<file path="src/rtl/decode_pkg.sv">
// rtl/decode_pkg.sv - shared types and constants for the instruction decode stage
package decode_pkg;

  localparam int DATA_W = 32;
  localparam int DIR_W  = 5;

  localparam logic [6:0] OPCODE_I_TYPE = 7'b0010011;
  localparam logic [6:0] OPCODE_R_TYPE = 7'b0110011;
  localparam logic [6:0] OPCODE_B_TYPE = 7'b1100011;
  localparam logic [6:0] OPCODE_J_TYPE = 7'b1101111;
  localparam logic [2:0] FUNCT3_ZERO   = 3'b000;
  localparam logic [6:0] FUNCT7_ADD    = 7'b0000000;

  typedef enum logic [2:0] {
    OP_ADDI    = 3'd0,
    OP_ADD     = 3'd1,
    OP_BEQ     = 3'd2,
    OP_JAL     = 3'd3,
    OP_ILLEGAL = 3'd4
  } op_e;

  typedef struct packed {
    op_e               op;
    logic [DIR_W-1:0]  rd;
    logic [DIR_W-1:0]  rs1;
    logic [DIR_W-1:0]  rs2;
    logic [DATA_W-1:0] imm;
    logic [DATA_W-1:0] pc;
    logic              reg_write;
  } decoded_s;

  function automatic decoded_s empty_entry();
    decoded_s d;
    d           = '0;
    d.op        = OP_ILLEGAL;
    return d;
  endfunction

endpackage

</file>
<file path="src/rtl/instr_field_decode.sv">
// rtl/instr_field_decode.sv - combinational split of an instruction word into decoded fields
module instr_field_decode
  import decode_pkg::*;
(
  input  logic [DATA_W-1:0] instr,
  input  logic [DATA_W-1:0] pc,
  output decoded_s          dec
);

  logic [6:0]       opcode;
  logic [2:0]       funct3;
  logic [6:0]       funct7;
  logic [DIR_W-1:0] rd;
  logic [DIR_W-1:0] rs1;
  logic [DIR_W-1:0] rs2;

  assign opcode = instr[6:0];
  assign rd     = instr[11:7];
  assign funct3 = instr[14:12];
  assign rs1    = instr[19:15];
  assign rs2    = instr[24:20];
  assign funct7 = instr[31:25];

  // Fields not used by an op stay at zero from the empty entry.
  always_comb begin
    dec    = empty_entry();
    dec.pc = pc;
    case (opcode)
      OPCODE_I_TYPE: if (funct3 == FUNCT3_ZERO) begin
        dec.op        = OP_ADDI;
        dec.rd        = rd;
        dec.rs1       = rs1;
        dec.imm       = {{(DATA_W-12){instr[31]}}, instr[31:20]};
        dec.reg_write = (rd != '0);
      end
      OPCODE_R_TYPE: if (funct3 == FUNCT3_ZERO && funct7 == FUNCT7_ADD) begin
        dec.op        = OP_ADD;
        dec.rd        = rd;
        dec.rs1       = rs1;
        dec.rs2       = rs2;
        dec.reg_write = (rd != '0);
      end
      OPCODE_B_TYPE: if (funct3 == FUNCT3_ZERO) begin
        dec.op  = OP_BEQ;
        dec.rs1 = rs1;
        dec.rs2 = rs2;
        dec.imm = {{(DATA_W-13){instr[31]}}, instr[31], instr[7], instr[30:25],
                   instr[11:8], 1'b0};
      end
      OPCODE_J_TYPE: begin
        dec.op        = OP_JAL;
        dec.rd        = rd;
        dec.imm       = {{(DATA_W-21){instr[31]}}, instr[31], instr[19:12], instr[20],
                         instr[30:21], 1'b0};
        dec.reg_write = (rd != '0);
      end
      default: ;
    endcase
  end

endmodule

</file>
<file path="src/rtl/instr_decode_stage.sv">
// rtl/instr_decode_stage.sv - registered decode stage with 2-entry skid buffer and statistics
module instr_decode_stage
  import decode_pkg::*;
#(
  parameter int DATA_WIDTH = 32,
  parameter int DIR_WIDTH  = 5,
  parameter int CNT_WIDTH  = 16
) (
  input  logic                  clk,
  input  logic                  arst,
  input  logic                  flush,
  input  logic                  in_valid,
  output logic                  in_ready,
  input  logic [DATA_WIDTH-1:0] in_instr,
  input  logic [DATA_WIDTH-1:0] in_pc,
  output logic                  out_valid,
  input  logic                  out_ready,
  output op_e                   out_op,
  output logic [DIR_WIDTH-1:0]  out_rd,
  output logic [DIR_WIDTH-1:0]  out_rs1,
  output logic [DIR_WIDTH-1:0]  out_rs2,
  output logic [DATA_WIDTH-1:0] out_imm,
  output logic [DATA_WIDTH-1:0] out_pc,
  output logic                  out_reg_write,
  output logic [CNT_WIDTH-1:0]  cnt_decoded,
  output logic [CNT_WIDTH-1:0]  cnt_illegal
);

  decoded_s dec_in;
  decoded_s main_q, main_d, skid_q, skid_d;
  logic     main_valid_q, main_valid_d, skid_valid_q, skid_valid_d;
  logic     in_fire, out_fire;

  instr_field_decode u_field_decode (
    .instr (in_instr),
    .pc    (in_pc),
    .dec   (dec_in)
  );

  assign in_fire  = in_valid && in_ready;
  assign out_fire = main_valid_q && out_ready;

  // in_ready is only high when the skid is empty, so an accepted word never overwrites it.
  always_comb begin
    main_d       = main_q;
    main_valid_d = main_valid_q;
    skid_d       = skid_q;
    skid_valid_d = skid_valid_q;
    if (flush) begin
      main_valid_d = 1'b0;
      skid_valid_d = 1'b0;
    end else begin
      if (out_fire) begin
        main_valid_d = skid_valid_q;
        main_d       = skid_valid_q ? skid_q : main_q;
        skid_valid_d = 1'b0;
      end
      if (in_fire) begin
        if (main_valid_q && !out_fire) begin
          skid_d       = dec_in;
          skid_valid_d = 1'b1;
        end else begin
          main_d       = dec_in;
          main_valid_d = 1'b1;
        end
      end
    end
  end

  always_ff @(posedge clk or posedge arst) begin
    if (arst) begin
      main_q       <= empty_entry();
      skid_q       <= empty_entry();
      main_valid_q <= 1'b0;
      skid_valid_q <= 1'b0;
      in_ready     <= 1'b0;
      cnt_decoded  <= '0;
      cnt_illegal  <= '0;
    end else begin
      main_q       <= main_d;
      skid_q       <= skid_d;
      main_valid_q <= main_valid_d;
      skid_valid_q <= skid_valid_d;
      in_ready     <= !skid_valid_d;
      if (out_fire && !flush) begin
        if (main_q.op == OP_ILLEGAL) begin
          if (cnt_illegal != '1) cnt_illegal <= cnt_illegal + 1'b1;
        end else begin
          if (cnt_decoded != '1) cnt_decoded <= cnt_decoded + 1'b1;
        end
      end
    end
  end

  assign out_valid     = main_valid_q;
  assign out_op        = main_q.op;
  assign out_rd        = main_q.rd;
  assign out_rs1       = main_q.rs1;
  assign out_rs2       = main_q.rs2;
  assign out_imm       = main_q.imm;
  assign out_pc        = main_q.pc;
  assign out_reg_write = main_q.reg_write;

endmodule

</file>
<file path="config.mk">
export PLATFORM = sky130hd
export DESIGN_NAME = instr_decode_stage
export DESIGN_NICKNAME = d
export VERILOG_FILES = /design/src/rtl/decode_pkg.sv /design/src/rtl/instr_field_decode.sv /design/src/rtl/instr_decode_stage.sv
export SDC_FILE = /design/constraint.sdc
export NUM_CORES = 1
export LEC_CHECK = 0
export CAP_MARGIN = 25
export CORE_MARGIN = 5
export CORE_UTILIZATION = 50
export CTS_CLUSTER_SIZE = 20
export DETAILED_ROUTE_END_ITERATION = 8
export PLACE_DENSITY = 0.91
export REMOVE_ABC_BUFFERS = 1
export SYNTH_ARGS = -nofsm -noshare
export SYNTH_HDL_FRONTEND = slang
export SYNTH_SLANG_ARGS = --single-unit
</file>
<file path="constraint.sdc">
create_clock -name clk -period 14.5 [get_ports clk]
set_input_delay 2.9 -clock clk [delete_from_list [all_inputs] [get_ports clk]]
set_output_delay 2.9 -clock clk [all_outputs]
set_load 0.02 [all_outputs]
</file>
* After elaboration in Yosys (flattened, before gate mapping)
Index checks and enable logic that the tools add are counted.
Operators by class: eq/ne operators 7, $add $sub $neg 2, multiplexer cells 25, reduce and logical (&&, ||, !) cells 14, bitwise logic cells 2
Operators with widths (number):
- $mux W83 | 4
- $pmux W32 S3 | 1
- $mux W42 | 1
- $add A16 B1 Y16 const B | 2
- $mux W32 | 1
- $ne A16 B16 Y1 const B | 2
- $pmux W5 S3 | 2
- $mux W18 | 1
- $eq A7 B7 Y1 const B | 2
- $mux W13 | 1
- $pmux W3 S4 | 1
- $mux W1 | 10
- $pmux W5 S2 | 1
- $reduce_and A3 Y1 | 3
- $eq A7 B5 Y1 const B | 1
- $eq A7 B6 Y1 const B | 1
- $logic_not A7 Y1 | 1
- $logic_and A1 B1 Y1 | 5
- $reduce_bool A5 Y1 | 1
- $eq A3 B3 Y1 const B | 1
- $logic_not A1 Y1 | 3
- $logic_not A3 Y1 | 1
- $mux W3 | 1
- $pmux W1 S3 | 1
- $not A1 Y1 | 2
Storage, ports and cells: register bits after elaboration 201, output and inout port bits 117, input port bits 69, logic and storage cells 69

* Depth between registers and ports, before layout
Gate-level depths: netlist of run 1.
depth in word-level cells 7, gate-level depth with buffers 7, depth with buffers taken out 6

* Modules after synthesis
A second synthesis of run 1 with hierarchy kept.
Second synthesis, totals: cells, all modules 746, area total of the unflattened synthesis 9430.3 um^2
Modules (own cells, without submodules):
- instr_decode_stage | area each 8572.0 um^2, cells each 629, times used 1, sequential area each 5032.3 um^2
- instr_field_decode | area each 858.3 um^2, cells each 117, times used 1, sequential area each 0.0 um^2

* Worst setup path before layout of run 1
Ideal clock, no wire load.
kind input -> register, start point in flush, end point reg cnt_illegal[15], stages 6, setup slack 10.074 ns, data required time 14.370 ns, setup time 0.130 ns, arrival 4.297 ns, path buffers 1, cells stage by stage buf_6 and3b_2 nand2_2 or4_4 or3_4 xnor2_2
Between the ends: cells in the longest elaborated chain, start to end 3
Ends and longest elaborated chain:
- start: declaration | RTL line instr_decode_stage.sv:11 | input logic flush,
- $logic_not A1 Y1 | RTL line instr_decode_stage.sv:85 | if (out_fire && !flush) begin
- $logic_and A1 B1 Y1 | RTL line instr_decode_stage.sv:85
- $reduce_and A3 Y1 (no source line)
- end signal: assignment | RTL line instr_decode_stage.sv:87 | if (cnt_illegal != '1) cnt_illegal <= cnt_illegal + 1'b1;
- end: declaration | RTL line instr_decode_stage.sv:26 | output logic [CNT_WIDTH-1:0] cnt_illegal
Every way passes these cells. A chain may end at the register's enable or synchronous reset.

* Worst setup path in the final report of run 1
start point in in_instr[6], end point reg main_q (netlist bit out_imm[21])
Between the ends: cells in the longest elaborated chain, start to end 4, elaborated cells between the ends (all ways) 6, classes of those cells eq/ne: 3; mux: 3
Ends and longest elaborated chain:
- start: declaration | RTL line instr_decode_stage.sv:14 | input logic [DATA_WIDTH-1:0] in_instr,
- $eq A7 B7 Y1 or $eq A7 B5 Y1 (tied branches) | RTL line instr_field_decode.sv:28 | case (opcode)
- $pmux W32 S3 (*) | RTL line instr_field_decode.sv:28
- $mux W83 (*) | RTL line instr_decode_stage.sv:59 | if (main_valid_q && !out_fire) begin
- $mux W83 (*) | RTL line instr_decode_stage.sv:58 | if (in_fire) begin
- end signal: assignment | RTL line instr_decode_stage.sv:72 | main_q <= empty_entry();
- end signal: assignment | RTL line instr_decode_stage.sv:80 | main_q <= main_d;
- end: declaration | RTL line instr_decode_stage.sv:30 | decoded_s main_q, main_d, skid_q, skid_d;
Mark *: on every way between the ends. The rest lies on a longest branch, timed or not.

==> qor.txt, run 1 <==
Status: finished clean
Clk sinks: 190
CP required: 14860 ps
Proportion of synthesized area in mux cells: 0.402%
CTS root buffer: clkbuf_16
Worst-Skew Late Latency: 430 ps
Main flop type after synthesis: dfrtp_1
Synth Area in Adders: 0.309%
Placer Congestion: 0.899
Layout area overhead: 33.1%
Leakage: 4.88 nW
FILL cells: 1190
Share of cells above drive strength 1: 6.16%
Cts bufs inserted: 17
Critical path startpoint category: input pin
Hold Buf Count CTS: 0
Global-route wire length before repair: 35500 um
Synth cell types: 54
Slew HR: 33.3%
Flop and latch count out of synthesis: 190
Worst-Margin Slew: 996 ps
Syn avg cell area: 9.83 um2
Gr usage total: 24.0%
Cells after Synth: 824
DR WL/cell: 17.9 um
Vias per cell: 5.68
Ports: 186
Period utilization: 36.0%
Post-synthesis simple-gate area fraction: 17.8%
Width of the die: 137 um
Most frequent cells after synthesis: nand2_1 (218), dfrtp_1 (188), o21ai_0 (82)
IO buf count: 185
Tmin final: 5220 ps
PostCTS Resize Cnt: 0
CP cell instances: clkdlybuf4s50_1 > nand3b_1 > nor2_1 > o21ai_0 > o21ai_1 > a21o_1
CTS clk-pin slew, worst paths: 70 ps
Most frequent cell after synthesis: nand2_1
Cell Count Post-Placement: 1189
Power Density: 122 nW/um2
Gr ovfl total: 0
Clock Skew: 8.96 ps
Max-slew violations: 0
Critical path fanouts, max: 15
Non-Filler Instances: 1223
Antenna fix cells: 0
Synth Area in XOR/XNOR: 3.01%
CTS tree: done
Rows: 46
Initial antenna violation count: 0
Setup crit end kind: flop
Slowest cell on the critical path: nor2_1
Crit path kind: in -> reg
Compound-Gate Fraction of Synth Area: 17.2%
Dpl ws: 8870 ps
Worst Setup Slack, final: 9280 ps
Setup Fix Bufs, Post-CTS: 0
Die area: 18800 um2
Number of setup violations in the final report: 0
Synth area leader: dfrtp_1
Routed WL: 21900 um
Post-synth top area share: 58.1%
Tightest Hold Check Type: reg -> reg
Largest family of logic cells by synthesized area: simple AND/OR/NAND/NOR gates
Die height: 137 um
Core Region: 15900 um2
Arr. time, crit path: 5580 ps
Top post-synthesis cells by area: dfrtp_1 (58%), nand2_1 (10%), a22oi_1 (5.3%)
ANT nets after route: 0
MaxCap Viol Count: 0
H-tree depth: 4
Setup TNS: 0 ps
DRT Pass-1 Iters: 5
Detail Placement HPWL: 14800 um
Routed vias: 6942
1st-iter DRT viols: 569
EDFF count, synth: 0
Number of synthesis warnings: 0
Maximum vdd ir drop: 0.0782 mV
Netlist Area Pre-Place: 8100 um2
Async SR Flop Fraction: 100%
Initial core utilization: 51.0%
Final Hold Vio Count: 0
Final net count: 1065
Max Freq: 192 MHz
Sequential share of the synthesized area: 58.8%
Slowest stage delay, CP: 800 ps
Number of global-route vias before repair: 6999
Maximum clock path buffer count: 2
RSZ-0062 raised after global routing: false
DR DRC count: 0
Pin count of the biggest net entering global routing: 133
[final timing paths]
check / from / endpoint / slack, ps / cells after the start
max: in_instr[6] / out_imm[21] / 9280 / 6
min: skid_q[69] / skid_q[69] / 470 / 2
max reg2reg: out_valid / out_imm[14] / 12220 / 6
min reg2reg: skid_q[69] / skid_q[69] / 470 / 2
max in group asynchronous: arst / skid_valid_q / 10100 / 3
min in group asynchronous: arst / cnt_illegal[6] / 3090 / 2
[cell families after synthesis]
group	Yosys count
and+or+nand+nor	325
AOI/OAI and AO/OA	224
DFF	190
buffers and inverters	53
xor gates and xnor gates	27
muxes	3
adders and majority gates	2
[state kept, by name, summed over array words and instances, names as in the netlist]
name           flops
cnt_decoded       16
cnt_illegal       16
in_ready           1
out_imm           32
out_op             3
out_pc            32
out_rd             5
out_reg_write      1
out_rs1            5
out_rs2            5
out_valid          1
skid_q            72
skid_valid_q       1
[metal layers]
| layer | global-route usage (%) | share of wire, % | vias up |
|---|---|---|---|
| li1 | - | - | 3216 |
| met4 | 7.10 | 1.6 | 0 |
| met3 | 6.36 | 7.6 | 27 |
| met1 | 31.3 | 41 | 3433 |
| met2 | 39.6 | 50 | 266 |
| met5 | 0 | 0 | - |
[cells in the final DEF, fill, tap and decap left out, types with 6 or more instances in the layout]
master	netlist	final
nor3_1	8	6
dfrtp_1	188	188
o21ai_0	82	82
xor2_1	11	11
o22ai_1	13	13
nand2_1	218	218
clkbuf_16	0	17
nand3_1	21	21
clkdlybuf4s50_1	0	185
nand4_1	10	10
nor2_1	30	29
inv_1	8	7
a21oi_1	31	30
a22oi_1	57	57
xnor2_1	15	15
buf_4	0	9
a21o_1	19	18
and3_1	7	7
[through the flow]
stage                     hold slack, ps  area (um2)  utilization [%]  total power [mW]
after floorplan                      439        7920                -             0.734
after global placement               450       10100             63.8             0.843
after detailed placement             456       10100             63.8             0.853
after CTS                            471       10700             67.6              1.32
after global routing                 479       10800             67.9              1.37
final                                471       10800             67.9              1.31
[worst max-delay path, delay by kind of cell]
kind	cells	cell delay (ps)
AO/OA/AOI/OAI	3	1110
buffers and inverters	1	560
AND/OR/NAND/NOR	2	980
[where the power goes]
group	internal, mW	total, mW	switching (mW)	leakage, nW
Clock	0.273	0.470	0.198	0.293
Combinational	0.100	0.219	0.118	2.08
Sequential	0.587	0.624	0.0375	2.51
Total	0.959	1.31	0.354	4.88
[cell type report]
type / count / area, um2 / area share, %
multi-input cells: 581 / 3160 / 29.3
flip-flops and latches: 190 / 4760 / 44.1
well taps: 216 / 270 / 2.51
repair buffers: 196 / 1960 / 18.2
clock inverters: 9 / 109 / 1.01
inverters: 8 / 37.5 / 0.348
clock buffers: 23 / 488 / 4.53
Note: power is estimated with default switching activity, not from simulation.
==> run 2, diff against run 1 <==
- clock period: 14.5 -> 5.3 ns (I/O delays scaled with it)
==> run 2 against run 1 <==
Compared with the run above: clock power grew to 2.6 times the previous value; sequential share of layout area shrank 0.052 points; setup slack lost 7200 ps; via count grew 1.2%; sequential power grew to 2.7 times the previous value; utilization grew 0.079 points; non-clock buffer count grew 4.
==> qor.txt, run 2 (synthesized netlist as in run 1, its figures left out) <==
Gr usage total: 23.6% (-0.35 points)
Number of setup violations in the final report: 0 (unchanged)
Critical path startpoint category: input pin
Gr ovfl total: 0 (unchanged)
Detail Placement HPWL: 15000 um (+1.4%)
Most frequent cells in the layout: nand2_1 (218), dfrtp_1 (188), clkdlybuf4s50_1 (185), o21ai_0 (82), a22oi_1 (57)
Initial core utilization: 51.0% (unchanged)
Ports: 186 (unchanged)
Multi-input logic area: 3160 um2 (unchanged)
MaxCap Viol Count: 0 (unchanged)
H-tree depth: 4 (unchanged)
Crit path kind: in -> reg
Setup TNS: 0 ps (unchanged)
RSZ-0062 raised after global routing: false
Period utilization: 61.3%
ANT nets after route: 0 (unchanged)
Power Density: 330 nW/um2 (+170%)
Setup crit end kind: flop
Vias per cell: 5.73 (+0.96%)
Dpl ws: 1620 ps (-7250 ps)
Final core occ: 67.9% (+0.079 points)
Pin count of the biggest net entering global routing: 140 (+5.3%)
Status: finished clean
Cts bufs inserted: 17 (unchanged)
Biggest register: skid_q
Share of cells above drive strength 1: 6.53% (+0.38 points)
PostCTS Resize Cnt: 0 (unchanged)
Design area: 10800 um2 (+0.12%)
Clock Skew: 8.37 ps (-0.589 ps)
Tmin final: 3250 ps
Commonest non-fill, non-tap cell in the layout: nand2_1
Hold Buf Count CTS: 0 (unchanged)
Initial antenna violation count: 0 (unchanged)
1st-iter DRT viols: 578 (+1.6%)
Sw frac: 27.2% (+0.27 points)
Setup Fix Bufs, Post-CTS: 0 (unchanged)
FILL cells: 1206 (+1.3%)
FF+latch area: 4760 um2 (unchanged)
Max FFs per register: 72 (unchanged)
Core Region: 15900 um2 (unchanged)
Clk sinks: 190 (unchanged)
Final net count: 1069 (+0.38%)
Maximum clock path buffer count: 2 (unchanged)
Register share of total power: 48.1% (+0.6 points)
Leakage: 4.89 nW (+0.22%)
DR WL/cell: 18.1 um (+1.3%)
Maximum vdd ir drop: 0.236 mV (+200%)
Width of the die: 137 um (unchanged)
Die height: 137 um (unchanged)
Internal power: 2.59 mW (+170%)
Placed instance area: 10200 um2 (+0.22%)
CTS root buffer: clkbuf_16
Non-Filler Instances: 1226 (+0.25%)
Max Freq: 308 MHz
Number of global-route vias before repair: 7020 (+0.30%)
IO buf count: 185 (unchanged)
Layout area overhead: 33.3%
Arr. time, crit path: 3540 ps (-2040 ps)
Tot Pwr: 3.56 mW (+170%)
Worst-Margin Slew: 906 ps (-90.0 ps)
Worst Setup Slack, final: 2050 ps (-7230 ps)
CP required: 5590 ps (-9270 ps)
Max-slew violations: 0 (unchanged)
Hold WS: 474 ps (+2.83 ps)
Worst-Skew Late Latency: 430 ps (about the same)
Combinational fraction of design power: 16.9% (+0.3 points)
Antenna fix cells: 0 (unchanged)
Clock power frac: 35.0% (-0.8 points)
Psw: 0.968 mW (+170%)
Routed WL: 22200 um (+1.5%)
Die area: 18800 um2 (unchanged)
Rows: 46 (unchanged)
Cell Count Post-Placement: 1192 (+0.25%)
CTS tree: done
Placer Congestion: 0.852 (-5.2%)
Final Hold Vio Count: 0 (unchanged)
Global-route wire length before repair: 34900 um (-1.8%)
DRT Pass-1 Iters: 5 (unchanged)
Critical path fanouts, max: 46 (+31)
Slew HR: 39.6% (+6.2 points)
DR DRC count: 0 (unchanged)
Routed vias: 7026 (+1.2%)
Tightest Hold Check Type: reg -> reg
CTS clk-pin slew, worst paths: 70 ps (about the same)
## run 2: final timing paths
check                       startpoint        endpoint  slack (ps)  cells past startpoint
max in group asynchronous         arst      out_imm[3]        3210                      4
hold / removal             out_imm[28]     out_imm[28]         470                      1
min in group asynchronous         arst  cnt_illegal[5]         910                      2
setup / recovery                 flush      skid_q[43]        2050                      5
hold reg to reg            out_imm[28]     out_imm[28]         470                      1
setup reg to reg             out_valid      skid_q[39]        2950                      5
## run 2: layout make-up
type / instances / area share [%]
flip-flops and latches: 190 / 44.1
inverters: 8 / 0.348
multi-input cells: 581 / 29.2
repair buffers: 200 / 18.5
clock buffers: 23 / 4.61
clock inverters: 8 / 0.754
well taps: 216 / 2.50
## run 2: power groups by stage
stage | Clock (mW) | Sequential, mW | Combinational (mW)
floorplan | 0 | 1.81 | 0.195
global placement | 0 | 1.73 | 0.583
detailed placement | 0 | 1.73 | 0.603
CTS | 1.27 | 1.71 | 0.606
global route | 1.32 | 1.73 | 0.654
finish | 1.24 | 1.71 | 0.603
## run 2: critical path, stage by stage
cell	delay, ps
clkdlybuf4s50_1	550
buf_4	410
or3_2	810
buf_4	510
o21ai_0	170
## run 2: per-layer routing
layer / wire length, um / part of all wire, % / global-route usage, % / vias to the layer above
met5: 0 / 0 / 0 / -
met4: 584 / 2.6 / 9.92 / 0
met3: 1640 / 7.4 / 5.70 / 45
met2: 10900 / 49 / 38.0 / 304
met1: 9130 / 41 / 30.9 / 3440
li1: - / - / - / 3237
==> run 3, diff against run 2 <==
- CORE_UTILIZATION: 50 -> 45
- PLACE_DENSITY: 0.91 -> 0.87
- clock period: 5.3 -> 2.62 ns (I/O delays scaled with it)
==> run 3 against run 2 <==
Compared with the run above: critical path depth stayed put; die area rose by 10%; sequential power increased by 100%; count of clock-buffer cells in the layout decreased by 1; critical endpoint is now skid_q[71].
==> qor.txt, run 3 (synthesized netlist as in run 1, its figures left out) <==
Status: finished clean
Cell Count Post-Placement: 1225 (+2.8%)
Psw: 1.96 mW (+100%)
Tightest Hold Check Type: reg -> reg
Setup crit end kind: flop
Arr. time, crit path: 2550 ps (-990 ps)
Hold EP: skid_q[68]
Routed vias: 6922 (-1.5%)
Routed WL: 21700 um (-2.3%)
Hold Buf Count CTS: 0 (unchanged)
FF-to-FF End: cnt_illegal[15]
Initial antenna violation count: 0 (unchanged)
Period utilization: 84.7%
RSZ-0062 raised after global routing: false
Worst Setup Slack, final: 401 ps (-1650 ps)
Reg2reg start: out_op[2]
Clock power frac: 36.1% (+1.1 points)
Die area: 20800 um2 (+10%)
Worst-Margin Slew: 718 ps (-188 ps)
Tmin final: 2220 ps
Slew HR: 52.1% (+13 points)
Critical path fanouts, max: 10 (-78%)
CTS tree: done
Detail Placement HPWL: 15200 um (+0.75%)
Setup Fix Bufs, Post-CTS: 0 (unchanged)
CP cell instances: clkdlybuf4s50_1 > or4_1 > nor4_2 > o221ai_1 > o21ai_0
Multi-input logic area: 3160 um2 (unchanged)
FILL cells: 1445 (+20%)
1st-iter DRT viols: 428 (-26%)
Crit path kind: in -> reg
Pin count of the biggest net entering global routing: 64 (-54%)
Critical path startpoint category: input pin
Non-Filler Instances: 1255 (+2.4%)
DR DRC count: 0 (unchanged)
Sw frac: 26.7% (-0.47 points)
R2R Setup Slk: 450 ps (-2500 ps)
DR WL/cell: 17.3 um (-4.6%)
Antenna fix cells: 0 (unchanged)
Gr usage total: 21.2% (-2.4 points)
Rows: 49 (+6.5%)
Core Region: 17800 um2 (+12%)
Most frequent cells in the layout: nand2_1 (218), dfrtp_1 (188), clkdlybuf4s50_1 (185), o21ai_0 (82), a22oi_1 (57)
Final net count: 1086 (+1.6%)
H-tree depth: 4 (unchanged)
Final Hold Vio Count: 0 (unchanged)
Die height: 144 um (+5.0%)
Cts bufs inserted: 17 (unchanged)
Max FFs per register: 72 (unchanged)
PostCTS Resize Cnt: 0 (unchanged)
DRT Pass-1 Iters: 5 (unchanged)
Register share of total power: 47.0% (-1.1 points)
Biggest register: skid_q
Combinational fraction of design power: 16.9% (about the same)
Initial core utilization: 45.4% (-5.6 points)
FF+latch area: 4760 um2 (unchanged)
CTS root buffer: clkbuf_16
Maximum clock path buffer count: 2 (unchanged)
Placer Congestion: 0.870 (+2.1%)
Power Density: 667 nW/um2 (+100%)
Dpl ws: -17.6 ps (-1640 ps)
Number of setup violations in the final report: 0 (unchanged)
Internal power: 5.38 mW (+110%)
Max-slew violations: 0 (unchanged)
MaxCap Viol Count: 0 (unchanged)
Max Freq: 451 MHz
Leakage: 5.00 nW (+2.2%)
Slowest stage delay, CP: 580 ps (-230 ps)
Share of cells above drive strength 1: 7.80% (+1.3 points)
ANT nets after route: 0 (unchanged)
Global-route wire length before repair: 35100 um (+0.79%)
Critical hold path startpoint: skid_q[68]
CTS clk-pin slew, worst paths: 70 ps (about the same)
Maximum vdd ir drop: 0.441 mV (+87%)
Slowest cell on the critical path: or4_1
Worst-Skew Late Latency: 420 ps (about the same)
IO buf count: 185 (unchanged)
Clock Skew: 9.96 ps (+1.59 ps)
Worst Reg-to-Reg Cells: 5 (unchanged)
Number of global-route vias before repair: 6955 (-0.93%)
Width of the die: 144 um (+5.0%)
CP required: 2950 ps (-2640 ps)
Clk sinks: 190 (unchanged)
Layout area overhead: 36.0%
Commonest non-fill, non-tap cell in the layout: nand2_1
Vias per cell: 5.52 (-3.8%)
Ports: 186 (unchanged)
Hold Crit Depth: 2 (+1)
Gr ovfl total: 0 (unchanged)
[run 3: worst max-delay path: cells and delay by family]
family	cells	cell delay, ps
AND/OR/NAND/NOR	2	880
AO/OA/AOI/OAI	2	730
buffers and inverters	1	410
[run 3: power groups by stage]
stage / sequential, mW / clock (mW) / combinational, mW
2_1_floorplan: 3.67 / 0 / 0.394
3_3_place_gp: 3.49 / 0 / 1.22
3_5_place_dp: 3.50 / 0 / 1.25
4_1_cts: 3.45 / 2.71 / 1.26
5_1_grt: 3.49 / 2.83 / 1.35
6_report: 3.45 / 2.65 / 1.24
[run 3: per-layer routing]
metal	share of wire, %	up-vias	global-route usage, %
met3	6.3	39	4.13
met1	43	3384	29.1
met5	0	-	0
li1	-	3252	-
met2	48	247	34.0
met4	2.1	0	7.31
[run 3: through the flow]
step / util [%] / power (mW) / cell area (um2) / setup TNS, ps / hold WS [ps]
detailed placement: 58.4 / 4.75 / 10400 / -22.4 / 457
floorplan: - / 4.06 / 7920 / -659310 / 439
global route: 61.7 / 7.68 / 11000 / 0 / 495
CTS: 61.7 / 7.42 / 11000 / 0 / 472
finish: 61.7 / 7.34 / 11000 / 0 / 471
global placement: 58.4 / 4.71 / 10400 / 0 / 451
[run 3: worst max path at each step]
stage | start | endpoint | slack (ps) | cells after the start
finish | in_instr[28] | skid_q[71] | 400 | 5
global route | in_instr[27] | skid_q[71] | 220 | 5
CTS | in_instr[28] | skid_q[71] | 420 | 5
detailed placement | in_instr[28] | skid_q[71] | -20 | 5
global placement | in_instr[28] | out_rs1[4] | 80 | 5
floorplan | arst | cnt_decoded[0] | -3070 | 1
[run 3: area by class of cell]
type / instances / area share (%)
clock buffer: 22 / 4.21
clock inverter: 8 / 1.20
inverter: 8 / 0.341
multi-input combinational: 581 / 28.7
sequential: 190 / 43.2
tap: 229 / 2.60
timing repair buffer: 217 / 19.8
